## src/rtl/calc_pkg.sv

```systemverilog
// Shared converter types and BCD constants.
package calc_pkg;

  typedef enum logic [1:0] {
    ST_IDLE  = 2'd0,
    ST_SHIFT = 2'd1,
    ST_DONE  = 2'd2
  } conv_state_e;

  localparam logic [3:0] BCD_BLANK      = 4'hF;
  localparam logic [3:0] BCD_ADJ_THRESH = 4'd5;
  localparam logic [3:0] BCD_ADJ_ADD    = 4'd3;

endpackage

```

## src/rtl/result_bcd_converter_if.sv

```systemverilog
// Load/result bus between the calculator result port and the BCD converter.
interface result_bcd_converter_if #(
  parameter int unsigned WIDTH  = 8,
  parameter int unsigned DIGITS = 5
) ();

  logic                  start_i;
  logic [2*WIDTH-1:0]    bin_i;
  logic [4*DIGITS-1:0]   bcd_o;
  logic                  busy_o;
  logic                  valid_o;

  modport master (output start_i, bin_i, input bcd_o, busy_o, valid_o);
  modport slave  (input start_i, bin_i, output bcd_o, busy_o, valid_o);

endinterface

```

## src/rtl/bcd_digit_adj.sv

```systemverilog
// Double-dabble correction cell: a digit of 5 or more gets 3 added (4-bit wrap).
module bcd_digit_adj
  import calc_pkg::*;
(
  input  logic [3:0] i_digit,
  output logic [3:0] o_digit
);

  assign o_digit = (i_digit >= BCD_ADJ_THRESH) ? (i_digit + BCD_ADJ_ADD) : i_digit;

endmodule

```

## src/rtl/result_bcd_converter.sv

```systemverilog
// Iterative binary-to-packed-BCD converter, one shift per clock.
// Optional leading-zero blanking when BCD_BLANK_EN is defined.
module result_bcd_converter
  import calc_pkg::*;
#(
  parameter int unsigned width  = 8,
  parameter int unsigned DIGITS = 5
) (
  input  logic                   clock_i,
  input  logic                   reset_i,
  result_bcd_converter_if.slave  bus
);

  localparam int unsigned BW   = 2 * width;
  localparam int unsigned BCDW = 4 * DIGITS;
  localparam int unsigned CW   = $clog2(BW + 1);

  localparam logic [1:0] S_IDLE  = ST_IDLE;
  localparam logic [1:0] S_SHIFT = ST_SHIFT;
  localparam logic [1:0] S_DONE  = ST_DONE;

  logic [1:0]           r_state;
  logic [1:0]           w_state_nxt;
  logic [BW-1:0]        r_bin;
  logic [BCDW-1:0]      r_scratch;
  logic [CW-1:0]        r_cnt;
  logic [BCDW-1:0]      r_bcd;
  logic                 r_valid;
  logic                 r_busy;

  logic [BCDW-1:0]      w_adj;
  logic [BCDW+BW-1:0]   w_shift;
  logic [CW-1:0]        w_cnt_dec;
  logic [BCDW-1:0]      w_final;

  for (genvar g = 0; g < int'(DIGITS); g++) begin : g_adj
    bcd_digit_adj u_adj (
      .i_digit (r_scratch[4*g +: 4]),
      .o_digit (w_adj[4*g +: 4])
    );
  end

  assign w_shift   = {w_adj, r_bin} << 1;
  assign w_cnt_dec = r_cnt - CW'(1);

`ifdef BCD_BLANK_EN
  logic w_lead;

  // Blank leading zeros from the top digit down; the units digit is always shown.
  always_comb begin
    w_final = r_scratch;
    w_lead  = 1'b1;
    for (int d = int'(DIGITS) - 1; d > 0; d--) begin
      if (w_lead && (r_scratch[4*d +: 4] == 4'd0)) begin
        w_final[4*d +: 4] = BCD_BLANK;
      end else begin
        w_lead = 1'b0;
      end
    end
  end
`else
  assign w_final = r_scratch;
`endif

  always_ff @(posedge clock_i or posedge reset_i) begin
    if (reset_i) r_state <= S_IDLE;
    else         r_state <= w_state_nxt;
  end

  always_comb begin
    w_state_nxt = r_state;
    case (r_state)
      S_IDLE:  if (bus.start_i)         w_state_nxt = S_SHIFT;
      S_SHIFT: if (w_cnt_dec == '0)     w_state_nxt = S_DONE;
      S_DONE:                           w_state_nxt = S_IDLE;
      default:                          w_state_nxt = S_IDLE;
    endcase
  end

  // Datapath: load in IDLE, shift-add in SHIFT, publish in DONE.
  always_ff @(posedge clock_i or posedge reset_i) begin
    if (reset_i) begin
      r_bin     <= '0;
      r_scratch <= '0;
      r_cnt     <= '0;
      r_bcd     <= '0;
      r_valid   <= 1'b0;
      r_busy    <= 1'b0;
    end else begin
      r_valid <= 1'b0;
      r_busy  <= (w_state_nxt != S_IDLE);
      case (r_state)
        S_IDLE: begin
          if (bus.start_i) begin
            r_bin     <= bus.bin_i;
            r_scratch <= '0;
            r_cnt     <= CW'(BW);
          end
        end
        S_SHIFT: begin
          r_scratch <= w_shift[BCDW+BW-1:BW];
          r_bin     <= w_shift[BW-1:0];
          r_cnt     <= w_cnt_dec;
        end
        S_DONE: begin
          r_bcd   <= w_final;
          r_valid <= 1'b1;
        end
        default: ;
      endcase
    end
  end

  assign bus.bcd_o   = r_bcd;
  assign bus.busy_o  = r_busy;
  assign bus.valid_o = r_valid;

endmodule

```

## src/flat_wrapper.sv

```systemverilog
// flat-port wrapper written by rule: the top's interface ports become plain ports
module result_bcd_converter_flat import calc_pkg::*;
#(
  parameter int unsigned width  = 8,
  parameter int unsigned DIGITS = 5
)
  (clock_i, reset_i, bus_start_i, bus_bin_i, bus_bcd_o, bus_busy_o, bus_valid_o);
  result_bcd_converter_if #(.WIDTH(8), .DIGITS(DIGITS)) bus_i ();
  input  logic clock_i;
  input  logic reset_i;
  input wire logic [$bits(bus_i.start_i)-1:0] bus_start_i;
  input wire logic [$bits(bus_i.bin_i)-1:0] bus_bin_i;
  output wire logic [$bits(bus_i.bcd_o)-1:0] bus_bcd_o;
  output wire logic [$bits(bus_i.busy_o)-1:0] bus_busy_o;
  output wire logic [$bits(bus_i.valid_o)-1:0] bus_valid_o;
  assign bus_i.start_i = bus_start_i;
  assign bus_i.bin_i = bus_bin_i;
  assign bus_bcd_o = bus_i.bcd_o;
  assign bus_busy_o = bus_i.busy_o;
  assign bus_valid_o = bus_i.valid_o;
  result_bcd_converter #(.width(width), .DIGITS(DIGITS)) u_core (.clock_i(clock_i), .reset_i(reset_i), .bus(bus_i));
endmodule
```

## config.mk

```make
export PLATFORM = sky130hd
export DESIGN_NAME = result_bcd_converter_flat
export DESIGN_NICKNAME = d
export VERILOG_FILES = /design/src/rtl/calc_pkg.sv /design/src/rtl/result_bcd_converter_if.sv /design/src/rtl/bcd_digit_adj.sv /design/src/rtl/result_bcd_converter.sv /design/src/flat_wrapper.sv
export SDC_FILE = /design/constraint.sdc
export NUM_CORES = 1
export LEC_CHECK = 0
export BUFFER_PORTS_ARGS = -buffer_cell sky130_fd_sc_hd__buf_2
export CORE_MARGIN = 2
export CORE_UTILIZATION = 29
export CTS_BUF_LIST = sky130_fd_sc_hd__clkbuf_2
export CTS_CLUSTER_DIAMETER = 80
export DETAILED_ROUTE_END_ITERATION = 7
export PLACE_DENSITY_LB_ADDON = 0.12
export SYNTH_ARGS = -nofsm -noshare
export SYNTH_HDL_FRONTEND = slang
export SYNTH_SLANG_ARGS = --single-unit
```

## constraint.sdc

```tcl
create_clock -name clock_i -period 1.9 [get_ports clock_i]
set_input_delay 0.095 -clock clock_i [delete_from_list [all_inputs] [get_ports clock_i]]
set_output_delay 0.095 -clock clock_i [all_outputs]
set_load 0.005 [all_outputs]
```

==> impl_metrics.json <==
{
  "n_fill_cell": 1083,
  "post-route-period-util_pct": 83.95,
  "skew_ns": 0.02147,
  "grt_pass1_vias": 2180,
  "post-cts-setup-buffers": 0,
  "critPathTopFamily": "flip-flops",
  "numClockSinks": 65,
  "reg2reg_to": "u_core.r_scratch[14]",
  "synth_nets": 303,
  "path_clk_slew_ns": 0.19,
  "p_leak_uw": 0.001810,
  "crit_start": "u_core.r_scratch[12]",
  "r2r_setup_slack_ns": 0.30,
  "max_freq_ghz": 0.6269,
  "yosys_warnings": 0,
  "fin_tns_setup_ns": 0,
  "fp.dieArea_um2": 11190,
  "coreArea_um2": 10180,
  "cts_buffers": 9,
  "synth-seq-area-share_pct": 54.12,
  "synth_edf_count": 0,
  "synth_seq_cells": 65,
  "via_count": 2178,
  "final_hold_viol_count": 0,
  "slew_viol_final": 0,
  "p_sw_share_pct": 37.88,
  "place_area_um2": 3369,
  "diodes": 0,
  "cts_buffer_depth": 2,
  "slowest_stage": "dfrtp_1",
  "viasPerCell": 4.566,
  "path_cells": "inv_1, ha_1, nand2b_1, a21oi_1, mux2i_1, a22o_1",
  "crit_buf_inv": 1,
  "maxSlewHeadroom_pct": 76.66,
  "run_status": "completed",
  "async_flop_share_pct": 100.0,
  "rsz0062_at_grt": "false",
  "path_depth": 6,
  "drtPass1Iterations": 4,
  "syn-cell-area_um2": 3005,
  "drt-initial-drc-count": 55,
  "die_height_um": 105.8,
  "p_clk_share_pct": 15.0,
  "power_density_nw_per_um2": 1467,
  "fin_crit_ns": 1.595,
  "cp.required_ns": 2.33,
  "rr_worst_depth": 6,
  "setup_violations": 0,
  "crit_end": "u_core.r_scratch[14]",
  "p_int_uw": 3331,
  "synth.distinct_cells": 35,
  "grt_start_max_net_pins": 66,
  "seqCellArea_um2": 1627,
  "drive_above_1_share_pct": 25.22,
  "max_stage_delay_ns": 0.46,
  "routedWlPerCell_um": 13.08,
  "cap_violations": 0,
  "cp_max_fo": 4,
  "worstHoldPathType": "in2async",
  "combPwrFrac_pct": 40.7,
  "ios": 41,
  "tightest_slew_ns": 0.3502,
  "avgSynthCellArea_um2": 11.05,
  "htreeDepth": 3,
  "clk_latency_ns": 0.48,
  "start_kind": "register",
  "cts_tree": "built",
  "wl_um": 6239,
  "grt_overflow_total": 0,
  "gp_congestion": 0.7633,
  "switchingPower_uw": 2031,
  "cts-resized-gates": 0,
  "fp.dieW_um": 105.8,
  "port_buffers": 40,
  "fin_nets": 367,
  "rows": 37,
  "cp.arrival_ns": 2.03,
  "cts-root-buf": "clkbuf_2",
  "end_kind": "register",
  "postSynthCellCount": 272,
  "multi_input_area_um2": 1235,
  "drtAntennaViolNets": 0,
  "timing.rr.start": "u_core.r_scratch[12]",
  "grt_antenna_before_repair": 0,
  "hold-worst-slack_ns": 0.2006,
  "fin_area_um2": 3656,
  "start_util_pct": 29.51,
  "dominantRegCellSynth": "dfrtp_1",
  "ir_worst_vdd_mv": 0.3668,
  "dp_hpwl_um": 3988,
  "p_seq_share_pct": 44.3,
  "crit_type": "reg2reg",
  "drcViolationCount": 0,
  "synthToLayoutAreaGrowth_pct": 21.65,
  "grt_usage_pct": 11.97,
  "grt_pass1_wl_um": 10580
}
through the flow:
stage / setup slack [ns] / cells / power [uW] / utilization, %
finish: 0.3049 / 477 / 5362 / 35.90
floorplan: 0.1785 / 272 / 3999 / -
CTS: 0.2976 / 477 / 5455 / 35.90
global placement: 0.3199 / 443 / 4568 / 33.08
global route: 0.1780 / 477 / 5880 / 35.90
detailed placement: 0.3305 / 443 / 4603 / 33.08
sequential cells by signal, indices dropped and copies added (netlist names):
signal and flops:
u_core.r_bin 16, u_core.bus.valid_o 1, u_core.r_state 2, u_core.r_scratch 20, u_core.bus.busy_o 1, u_core.r_cnt 5, u_core.bus.bcd_o 20
worst min path at each step:
stage,to,depth (start not counted),startpoint
2_1_floorplan,u_core.r_bin[10],2,bus_bin_i[10]
6_report,u_core.r_scratch[1],4,reset_i
4_1_cts,u_core.r_bin[10],4,reset_i
5_1_grt,u_core.bus.bcd_o[14],4,reset_i
3_5_place_dp,u_core.r_scratch[1],3,reset_i
3_3_place_gp,u_core.bus.bcd_o[1],3,reset_i
cell usage after synthesis (2+ instances only):
library cell  number  area share, %
a32o_1             5            1.7
a31oi_1           16            3.3
dfrtp_1           65             54
o21ai_0           11            1.8
nor3b_1            2           0.50
a22o_1             5            1.5
buf_6              2           0.75
xnor2_1            6            1.7
inv_1             13            1.6
mux2_2            20            7.5
xor2_1             3           0.87
o31ai_1            5            1.2
buf_4              3           0.75
mux2i_1            5            1.7
nand2_1           35            4.4
nor2_1            20            2.5
ha_1              12            5.0
nand2b_1           5            1.0
a21oi_1            7            1.2
buf_2              8            1.3
nor3_1             2           0.33
o22ai_1            7            1.5
o32ai_1            3           0.87
power by group through the flow:
stage	clock network [uW]	registers (uW)	logic [uW]
after global routing	911	2480	2490
after CTS	852	2380	2220
after detailed placement	0	2420	2190
after floorplan	0	2320	1680
final	806	2370	2180
after global placement	0	2410	2160
layout by cell type (no fill, tap or decap), types with 11 or more instances in the layout:
cell type	Yosys	final
nor2_1	20	20
nand2_1	35	35
ha_1	12	12
buf_2	8	40
dfrtp_1	65	65
inv_1	13	12
dlygate4sd3_1	0	18
a31oi_1	16	16
o21ai_0	11	11
mux2_2	20	20
logic make-up after synthesis:
kind of cell,after synthesis,synth area share (%)
AOI/OAI and AO/OA,60,13.28
xor gates and xnor gates,9,2.623
adders and majority gates,12,4.996
buffers and inverters,28,4.871
DFF,65,54.12
muxes,25,9.159
and+or+nand+nor,73,10.95
timing repair:
action / 4_1_cts / 5_1_grt
hold buffers: 18 / 0
hold endpoints to repair: 81 / 0
setup endpoints to repair: 0 / 0
area by class of cell:
type | count | share of cell area (%)
Clock buffer | 9 | 1.232
Clock inverter | 7 | 1.677
Inverter | 14 | 1.574
Multi-Input combinational cell | 179 | 33.78
Sequential cell | 65 | 44.49
Tap cell | 136 | 4.654
Timing Repair Buffer | 67 | 12.59
layer usage:
metal | global-route usage [%] | wire (um)
met1 | 15.89 | 3076
met2 | 18.76 | 2912
met3 | 2.536 | 167
met4 | 5.357 | 83
met5 | 0 | 0
tightest hold or removal path, stage by stage:
cell and delay, ns:
dlygate4sd3_1 0.53, buf_2 0.12, inv_2 0.06, buf_12 0.32
Note: power is estimated with default switching activity, not from simulation.
